$ cat src/rtl/alu_pkg.sv
// Shared constants for the ALU board: operand/opcode widths, the UART frame
// layout and the serializer state encoding.
package alu_pkg;

   localparam int NB_DATA     = 4;
   localparam int NB_OP       = 6;
   localparam int FRAME_BYTES = 5;

   localparam logic [7:0] FRAME_HDR = 8'hA5;

   typedef enum logic [1:0] {
      ST_IDLE  = 2'd0,
      ST_START = 2'd1,
      ST_DATA  = 2'd2,
      ST_STOP  = 2'd3
   } txState_t;

endpackage

$ cat src/rtl/uart_tx_byte.sv
// 8N1 serializer for one byte, LSB first. A start strobe seen during the last
// stop-bit cycle chains the next byte with no idle gap.
module uart_tx_byte #(
   parameter int CLKS_PER_BIT = 434,
   parameter int NB_BAUD      = $clog2(CLKS_PER_BIT)
) (
   input  logic       clk,
   input  logic       i_rst_n,
   input  logic [7:0] i_byte,
   input  logic       i_start,
   output logic       o_tx,
   output logic       o_busy,
   output logic       o_byteDone
);
   import alu_pkg::*;

   txState_t           r_state;
   txState_t           w_nextState;
   logic [NB_BAUD-1:0] r_baudCnt;
   logic [2:0]         r_bitIdx;
   logic [7:0]         r_shift;
   logic               r_tx;
   logic               w_nextTx;
   logic               w_load;
   logic               w_baudEnd;

   assign w_baudEnd  = (r_baudCnt == NB_BAUD'(CLKS_PER_BIT - 1));
   assign o_byteDone = (r_state == ST_STOP) && w_baudEnd;
   assign o_busy     = (r_state != ST_IDLE);
   assign o_tx       = r_tx;

   always_comb begin
      w_nextState = r_state;
      w_nextTx    = r_tx;
      w_load      = 1'b0;
      case (r_state)
         ST_IDLE: begin
            if (i_start) begin
               w_nextState = ST_START;
               w_nextTx    = 1'b0;
               w_load      = 1'b1;
            end
         end
         ST_START: begin
            if (w_baudEnd) begin
               w_nextState = ST_DATA;
               w_nextTx    = r_shift[0];
            end
         end
         ST_DATA: begin
            if (w_baudEnd) begin
               if (r_bitIdx == 3'd7) begin
                  w_nextState = ST_STOP;
                  w_nextTx    = 1'b1;
               end else begin
                  w_nextTx = r_shift[r_bitIdx + 3'd1];
               end
            end
         end
         ST_STOP: begin
            if (w_baudEnd) begin
               if (i_start) begin
                  w_nextState = ST_START;
                  w_nextTx    = 1'b0;
                  w_load      = 1'b1;
               end else begin
                  w_nextState = ST_IDLE;
                  w_nextTx    = 1'b1;
               end
            end
         end
         default: begin
            w_nextState = ST_IDLE;
            w_nextTx    = 1'b1;
         end
      endcase
   end

   // The baud counter free-runs while a byte is in flight and wraps at each bit boundary.
   always_ff @(posedge clk or negedge i_rst_n) begin
      if (!i_rst_n) begin
         r_state   <= ST_IDLE;
         r_tx      <= 1'b1;
         r_baudCnt <= '0;
         r_bitIdx  <= '0;
         r_shift   <= '0;
      end else begin
         r_state <= w_nextState;
         r_tx    <= w_nextTx;
         if (w_load) begin
            r_shift <= i_byte;
         end
         if (r_state == ST_IDLE || w_baudEnd) begin
            r_baudCnt <= '0;
         end else begin
            r_baudCnt <= r_baudCnt + NB_BAUD'(1);
         end
         if (r_state == ST_START) begin
            r_bitIdx <= '0;
         end else if (r_state == ST_DATA && w_baudEnd) begin
            r_bitIdx <= r_bitIdx + 3'd1;
         end
      end
   end

endmodule

$ cat src/rtl/alu_uart_tx.sv
// Snapshots operands, opcode and ALU result on a send request and transmits
// them as a 5-byte UART frame: header, A, B, op, result.
module alu_uart_tx #(
   parameter int NB_DATA      = alu_pkg::NB_DATA,
   parameter int NB_OP        = alu_pkg::NB_OP,
   parameter int CLKS_PER_BIT = 434,
   parameter int NB_BAUD      = $clog2(CLKS_PER_BIT)
) (
   input  logic               clk,
   input  logic               i_rst_n,
   input  logic [NB_DATA-1:0] i_datoA,
   input  logic [NB_DATA-1:0] i_datoB,
   input  logic [NB_OP-1:0]   i_op,
   input  logic [NB_DATA-1:0] i_result,
   input  logic               i_send,
   output logic               o_tx,
   output logic               o_busy,
   output logic               o_done
);
   import alu_pkg::*;

   logic [NB_DATA-1:0] r_datoA;
   logic [NB_DATA-1:0] r_datoB;
   logic [NB_OP-1:0]   r_op;
   logic [NB_DATA-1:0] r_result;
   logic [2:0]         r_byteIdx;
   logic               r_busy;
   logic               r_done;

   logic               w_byteDone;
   logic               w_txBusy;
   logic               w_lastByte;
   logic               w_frameStart;
   logic               w_nextStart;
   logic               w_frameEnd;
   logic               w_startByte;
   logic [7:0]         w_txByte;

   assign w_lastByte   = (r_byteIdx == 3'(FRAME_BYTES - 1));
   assign w_frameStart = i_send && !r_busy && !w_txBusy;
   assign w_nextStart  = r_busy && w_byteDone && !w_lastByte;
   assign w_frameEnd   = r_busy && w_byteDone && w_lastByte;
   assign w_startByte  = w_frameStart || w_nextStart;

   // The serializer latches the byte on its start strobe, so the mux presents the
   // byte that follows the current index; a fresh frame always opens with the header.
   always_comb begin
      w_txByte = FRAME_HDR;
      if (r_busy) begin
         case (r_byteIdx + 3'd1)
            3'd1:    w_txByte = 8'(r_datoA);
            3'd2:    w_txByte = 8'(r_datoB);
            3'd3:    w_txByte = 8'(r_op);
            3'd4:    w_txByte = 8'(r_result);
            default: w_txByte = FRAME_HDR;
         endcase
      end
   end

   always_ff @(posedge clk or negedge i_rst_n) begin
      if (!i_rst_n) begin
         r_datoA   <= '0;
         r_datoB   <= '0;
         r_op      <= '0;
         r_result  <= '0;
         r_byteIdx <= '0;
         r_busy    <= 1'b0;
         r_done    <= 1'b0;
      end else begin
         r_done <= w_frameEnd;
         if (w_frameStart) begin
            r_datoA   <= i_datoA;
            r_datoB   <= i_datoB;
            r_op      <= i_op;
            r_result  <= i_result;
            r_byteIdx <= '0;
            r_busy    <= 1'b1;
         end else if (w_nextStart) begin
            r_byteIdx <= r_byteIdx + 3'd1;
         end else if (w_frameEnd) begin
            r_busy <= 1'b0;
         end
      end
   end

   uart_tx_byte #(
      .CLKS_PER_BIT (CLKS_PER_BIT),
      .NB_BAUD      (NB_BAUD)
   ) u_txByte (
      .clk        (clk),
      .i_rst_n    (i_rst_n),
      .i_byte     (w_txByte),
      .i_start    (w_startByte),
      .o_tx       (o_tx),
      .o_busy     (w_txBusy),
      .o_byteDone (w_byteDone)
   );

   assign o_busy = r_busy;
   assign o_done = r_done;

endmodule
$ cat config.mk
export PLATFORM = sky130hd
export DESIGN_NAME = alu_uart_tx
export DESIGN_NICKNAME = d
export VERILOG_FILES = /design/src/rtl/alu_pkg.sv /design/src/rtl/uart_tx_byte.sv /design/src/rtl/alu_uart_tx.sv
export SDC_FILE = /design/constraint.sdc
export NUM_CORES = 1
export LEC_CHECK = 0
export ABC_AREA = 1
export CAP_MARGIN = 25
export CORE_ASPECT_RATIO = 0.8
export CORE_MARGIN = 4
export CORE_UTILIZATION = 57
export CTS_CLUSTER_SIZE = 12
export DETAILED_ROUTE_END_ITERATION = 7
export PLACE_DENSITY = 0.76
export SLEW_MARGIN = 25
export SYNTH_ARGS = -nofsm -noshare
export SYNTH_HDL_FRONTEND = slang
export SYNTH_HIERARCHICAL = 1
export SYNTH_SLANG_ARGS = --single-unit
$ cat constraint.sdc
create_clock -name clk -period 2.3 [get_ports clk]
set_clock_uncertainty 0.2 [all_clocks]
set_input_delay 0.46 -clock clk [delete_from_list [all_inputs] [get_ports clk]]
set_output_delay 0.46 -clock clk [all_outputs]
set_load 0.005 [all_outputs]
==> impl_metrics.toml, run 1 <==
[sta]
hold_viol_final = 0
fin_setup_tns_ns = 0
finalSetupViolCount = 0
rsz0062_at_grt = "no"
period_minus_slack_ns = 2.16
slew_violations = 0
fmax_ghz = 0.464
period_share = 0.937

[yosys]
yosysTopAreaCell = "dfrtp_1"
synth-async-reset-ratio = 1.00
syn_nets = 341
synthMuxAreaShare = 0
syn_area_per_cell_sq_um = 8.21
yosys.area_share.simple = 0.250
synth_top_family_by_area = "simple AND/OR/NAND/NOR gates"
ys_types = 31
ys_seq_area_frac = 0.459
synth_top_area_share = 0.448
synth_edf_count = 0
synth-compound-area-share = 0.105
synth_cells = 306
synth_xor_xnor_area_share = 0.00349
ys_dominant_reg_cell = "dfrtp_1"
syn-cell-area_sq_mm = 0.00251
synth-seq-cells = 46
synth_area_leaders = "dfrtp_1 45%, nand2_1 11%, inv_1 8.1%, ha_1 7.0%, nand3_1 6.4%"
synth_warnings = 6
synth_adder_area_share = 0.0697

[min_path]
holdCritPathClass = "reg -> reg"
hold_start = "u_txByte/o_tx$_DFFE_PN1P_"

[critical_path]
path_cells = "inv_1, ha_1, nand2_1, nor3_2, nand2_2, nor2_4, nand3_2, nand2_2, inv_1, nor2_4, o21ai_4, nand2_1, o21ai_2"
worst_setup_path_startpoint = "u_txByte/r_baudCnt[1]$_DFF_PN0_"
cpPeakStageDelay_ns = 0.41
required_ns = 2.28
reg2reg_setup_slack_ns = 0.14
r2r_end = "u_txByte/r_shift[1]$_DFFE_PN0P_"
timing.rr.start = "u_txByte/r_baudCnt[1]$_DFF_PN0_"
cp_slowest_cell = "dfrtp_1"
worst_ep_arrival_time_ns = 2.14
critical_path.max_fanout = 8
crit_end = "u_txByte/r_shift[1]$_DFFE_PN0P_"
cp-end-kind = "flop"
reg2reg_depth = 13
startpoint_type = "flop"
critPathKind = "reg -> reg"

[route]
drt_iter0_markers = 98
drtPass1Iterations = 6
ant_nets = 0
wl_per_cell_um = 11.8
via_per_inst = 4.93
via_count = 1963
wirelength_um = 4690
drc = 0

[floorplan]
rows = 21
fp.dieW_um = 82.2
core-area_sq_mm = 0.00423
die_height_um = 67.4
dieArea_sq_mm = 0.00554
io_pins = 24
initial_core_util = 0.594

[placement]
dpl.cell_count = 384
routabilityCongestion = 0.863
port_buffers = 23
hpwlAfterDp_um = 3480

[pwr]
finalPower_mw = 1.36
powerDensity_mw_per_mm2 = 462
ir_drop_mv = 0.364
p_leak_nw = 1.48

[final_layout]
syn_to_final_growth_pct = 17.2
num_antenna_cells = 0
mostFrequentLayoutCells = "70 x nand2_1, 54 x inv_1, 45 x dfrtp_1, 31 x nand3_1"
fin_nets = 375
nFillCells = 358
layout_commonest_cell = "nand2_1"
layout-drive-gt1-share = 0.120
stdcell_count = 398

[clock_tree]
clock-sinks = 46
htree_num_levels = 2
cts_tree = "done"
clkTransAtPathRegs_ns = 0.08
insertion_delay_ns = 0.29
cts_max_path_buffers = 2
root_buffer = "clkbuf_8"
numCtsBuffers = 5

[global_routing]
grt_start_max_net_pins = 41
grt_pass1_vias = 1947
grt_usage = 0.195
grt-ovfl-total = 0
grt_antenna_before_repair = 0
grt_first_pass_wirelength_um = 8230

[outcome]
status = "complete, no violations"

[job]
maxCapViolations = 0
[sequential cells by signal (all words and copies together) (netlist names), 2 cells and up]
signal	cells
r_byteIdx	3
u_txByte/r_shift	8
u_txByte/r_bitIdx	3
u_txByte/r_baudCnt	9
r_result	4
u_txByte/r_state	2
r_op	6
r_datoB	4
r_datoA	4
[cells in the mapped netlist (2+ instances only)]
| master | count |
|---|---|
| o21ai_2 | 9 |
| nor3_2 | 2 |
| o21ai_1 | 3 |
| o21ai_0 | 22 |
| and3_1 | 2 |
| nand2_2 | 3 |
| buf_6 | 4 |
| nor3_1 | 5 |
| dfrtp_1 | 45 |
| nor3b_1 | 2 |
| buf_4 | 2 |
| nand3_1 | 32 |
| nand2_1 | 71 |
| a21oi_1 | 4 |
| nor2_1 | 18 |
| ha_1 | 14 |
| inv_1 | 54 |
[metal layers]
metal | global-route usage | part of all wire | up-vias
li1 | - | - | 1029
met1 | 0.234 | 0.47 | 893
met2 | 0.333 | 0.48 | 32
met3 | 0.0467 | 0.038 | 9
met4 | 0.0830 | 0.013 | 0
met5 | 0 | 0 | -
[repair_timing]
item | 4_1_cts | 5_1_grt
setup buffers | 0 | 4
gates resized for setup | 0 | 7
hold buffers | 1 | 0
endpoints found under the hold margin | 15 | 0
endpoints found under the setup margin | 0 | 8
[power breakdown]
part | leakage, nW | internal (mW) | switching, mW | total [mW]
sequential | 0.618 | 0.808 | 0 | 0.808
combinational | 0.815 | 0.0339 | 0.0235 | 0.0574
clock | 0.0482 | 0.242 | 0.252 | 0.495
total | 1.48 | 1.08 | 0.276 | 1.36
[critical path: cells and delay by family (launching register included)]
family	cells	cell delay, ns
and+or+nand+nor	8	0.96
DFF	1	0.41
AOI/OAI and AO/OA	2	0.18
adders and majority gates	1	0.15
buffers and inverters	2	0.14
[worst min path at each step]
stage	end	slack [ns]	cells past startpoint
floorplan	o_busy$_DFFE_PN0P_	-0.04	0
global placement	u_txByte/r_baudCnt[3]$_DFF_PN0_	0.20	1
detailed placement	u_txByte/r_baudCnt[3]$_DFF_PN0_	0.20	1
CTS	u_txByte/o_tx$_DFFE_PN1P_	0.29	2
global route	u_txByte/r_shift[4]$_DFFE_PN0P_	0.32	2
finish	u_txByte/o_tx$_DFFE_PN1P_	0.28	2
[kinds of logic (layout without fill, tap and decap cells)]
kind of cell,Yosys count,count (layout)
AO/OA/AOI/OAI,43,44
XOR/XNOR,1,1
adder cells (fa/ha/maj),14,14
buffers and inverters,62,96
flip-flops,46,46
other,1,1
AND/OR/NAND/NOR,139,139
[stage by stage]
stage	worst slack (ns)	area [sq um]	util	hold slack, ns
2_1_floorplan	0.253	2510	-	-0.0356
3_3_place_gp	0.199	2770	0.655	0.195
3_5_place_dp	0.0560	2770	0.655	0.198
4_1_cts	0.0165	2870	0.679	0.286
5_1_grt	0.00611	2940	0.696	0.319
6_report	0.145	2940	0.696	0.282
[layout make-up]
cell class	count	area, sq um	share of cell area
sequential	46	1150	0.391
multi-input combinational	199	1120	0.380
timing repair buffer	33	303	0.103
inverter	55	206	0.0701
clock buffer	7	86.3	0.0293
tap	57	71.3	0.0242
clock inverter	1	5.00	0.00170
Note: power is estimated with default switching activity, not from simulation.
==> inputs of run 2 (changes only) <==
--- a/config.mk
+++ b/config.mk
@@ -12,7 +12,7 @@
 export CORE_UTILIZATION = 57
 export CTS_CLUSTER_SIZE = 12
 export DETAILED_ROUTE_END_ITERATION = 7
-export PLACE_DENSITY = 0.76
+export PLACE_DENSITY = 0.78
 export SLEW_MARGIN = 25
 export SYNTH_ARGS = -nofsm -noshare
 export SYNTH_HDL_FRONTEND = slang
==> run 2 against run 1 <==
  * Flip-flop and latch count did not move
  * Combinational power fell by 5.4%
  * Critical endpoint is now u_txByte/r_shift[7]$_DFFE_PN0P_
  * Core utilization fell by 0.71 points
  * Maximum frequency rose by 3.1%
  * Register-to-register slack improved by 0.07 ns
  * First-iteration DRC count fell by 28%
  * Total power rose by 6.6%
==> impl_metrics.toml, run 2 (same netlist as run 1, synthesis figures left out) <==
[final_layout]
num_antenna_cells = 0
stdcell_count = 393
fin_nets = 370
design_area_sq_mm = 0.00291
final_util = 0.689
largest_reg_flops = 9
syn_to_final_growth_pct = 16.0
top_register = "u_txByte/r_baudCnt"
mostFrequentLayoutCells = "71 x nand2_1, 54 x inv_1, 45 x dfrtp_1, 32 x nand3_1"
layout-drive-gt1-share = 0.107
largestRegisters = "u_txByte/r_baudCnt: 9 flops, u_txByte/r_shift: 8 flops, r_op: 6 flops"
layout_commonest_cell = "nand2_1"

[floorplan]
fp.dieW_um = 82.2
rows = 21
io_pins = 24
dieArea_sq_mm = 0.00554
initial_core_util = 0.594
die_height_um = 67.4
core-area_sq_mm = 0.00423

[clock_tree]
clkTransAtPathRegs_ns = 0.08
cts_tree = "done"
clock-sinks = 46
root_buffer = "clkbuf_8"
insertion_delay_ns = 0.29
numCtsBuffers = 5
cts_max_path_buffers = 2
htree_num_levels = 2

[sta]
setup_ws_ns = 0.210
worst_slew_margin_rel = 0.630
fin_hold_ws_ns = 0.0361
finalSetupViolCount = 0
fmax_ghz = 0.478
period_minus_slack_ns = 2.09
hold_viol_final = 0
period_share = 0.909
fin_setup_tns_ns = 0
worst_pin_slew_ns = 0.555
rsz0062_at_grt = "no"
slew_violations = 0

[pwr]
finalPower_mw = 1.45
p_comb_frac = 0.037
pwr-share-seq = 0.557
p_leak_nw = 1.47
p_sw_uw = 290
sw_frac_of_total = 0.200
ir_drop_mv = 0.389
powerDensity_mw_per_mm2 = 497
intPower_mw = 1.16
pwr-share-clk = 0.405

[route]
drt_iter0_markers = 71
drtPass1Iterations = 4
drc = 0
wl_per_cell_um = 11.2
ant_nets = 0
via_per_inst = 4.91
via_count = 1930
wirelength_um = 4410

[placement]
hpwlAfterDp_um = 3130
routabilityCongestion = 0.859
dpl.cell_count = 383
port_buffers = 23
place_ws_ns = 0.122
dpl-instance-area_sq_mm = 0.00276

[global_routing]
grt_start_max_net_pins = 47
grt_usage = 0.183
grt_first_pass_wirelength_um = 7870
grt_pass1_vias = 1844
grt-ovfl-total = 0
grt_antenna_before_repair = 0

[critical_path]
startpoint_type = "flop"
worst_ep_arrival_time_ns = 2.07
critPathKind = "reg -> reg"
required_ns = 2.28
critical_path.max_fanout = 8
cp-end-kind = "flop"

[job]
maxCapViolations = 0

[min_path]
holdCritPathClass = "in -> async"

[outcome]
status = "complete, no violations"
==> run 2: cell types whose count changed in the layout (fill, tap and decap cells not counted) <==
cell,previous run,this run
buf_4,9,5
nand2_2,4,3
nand3_2,1,0
clkinv_2,1,2
bufinv_16,0,1
nand2_1,70,71
clkbuf_8,6,5
clkbuf_1,1,0
dlygate4sd3_1,1,0
nand3_1,31,32
==> run 2: critical path: stages (launching register included) <==
cell     delay (ns)
dfrtp_1        0.47
inv_1          0.15
ha_2           0.27
inv_1          0.09
inv_1          0.10
nand3_4        0.07
nand2_1        0.11
inv_1          0.10
nor2_4         0.15
o21ai_4        0.12
nand2_1        0.10
o21ai_2        0.05
==> run 2: final cells by class <==
| cell class | instances | area [sq um] |
|---|---|---|
| clock buffers | 5 | 68.8 |
| clock inverters | 3 | 40.0 |
| fillers | 336 | 1320 |
| inverters | 55 | 206 |
| multi-input cells | 199 | 1110 |
| flip-flops and latches | 46 | 1150 |
| well taps | 57 | 71.3 |
| repair buffers | 28 | 263 |
==> run 2: worst paths after layout <==
path                                                  from                         endpoint  slack [ns]  cells past startpoint
max                        u_txByte/r_state[0]$_DFFE_PN0P_  u_txByte/r_shift[7]$_DFFE_PN0P_        0.21                     11
min                                                i_rst_n  u_txByte/r_baudCnt[6]$_DFF_PN0_        0.04                      2
max reg2reg                u_txByte/r_state[0]$_DFFE_PN0P_  u_txByte/r_shift[7]$_DFFE_PN0P_        0.21                     11
min reg2reg                      u_txByte/o_tx$_DFFE_PN1P_        u_txByte/o_tx$_DFFE_PN1P_        0.27                      2
max in group asynchronous                          i_rst_n              r_op[5]$_DFFE_PN0P_        1.49                      2
min in group clk                 u_txByte/o_tx$_DFFE_PN1P_        u_txByte/o_tx$_DFFE_PN1P_        0.27                      2
==> run 2: metal layers <==
layer | GRT usage | vias to the layer above | wire length, um
li1 | - | 1019 | -
met1 | 0.232 | 869 | 2090
met2 | 0.316 | 37 | 2110
met3 | 0.0400 | 5 | 195
met4 | 0.0498 | 0 | 24
met5 | 0 | - | 0
==> run 2: power groups by stage <==
stage | Sequential, mW | Combinational [mW] | Clock (mW)
floorplan | 0.824 | 0.00563 | 0
global placement | 0.824 | 0.0556 | 0
detailed placement | 0.824 | 0.0560 | 0
CTS | 0.808 | 0.0561 | 0.604
global route | 0.808 | 0.0630 | 0.640
finish | 0.808 | 0.0543 | 0.587
==> run 2: repair_timing <==
item | in CTS | in global routing
resized for setup | 0 | 5
buffers inserted | 0 | 1
hold buffers | 0 | 0
endpoints found under the hold margin | 0 | 0
setup endpoints to repair | 0 | 8
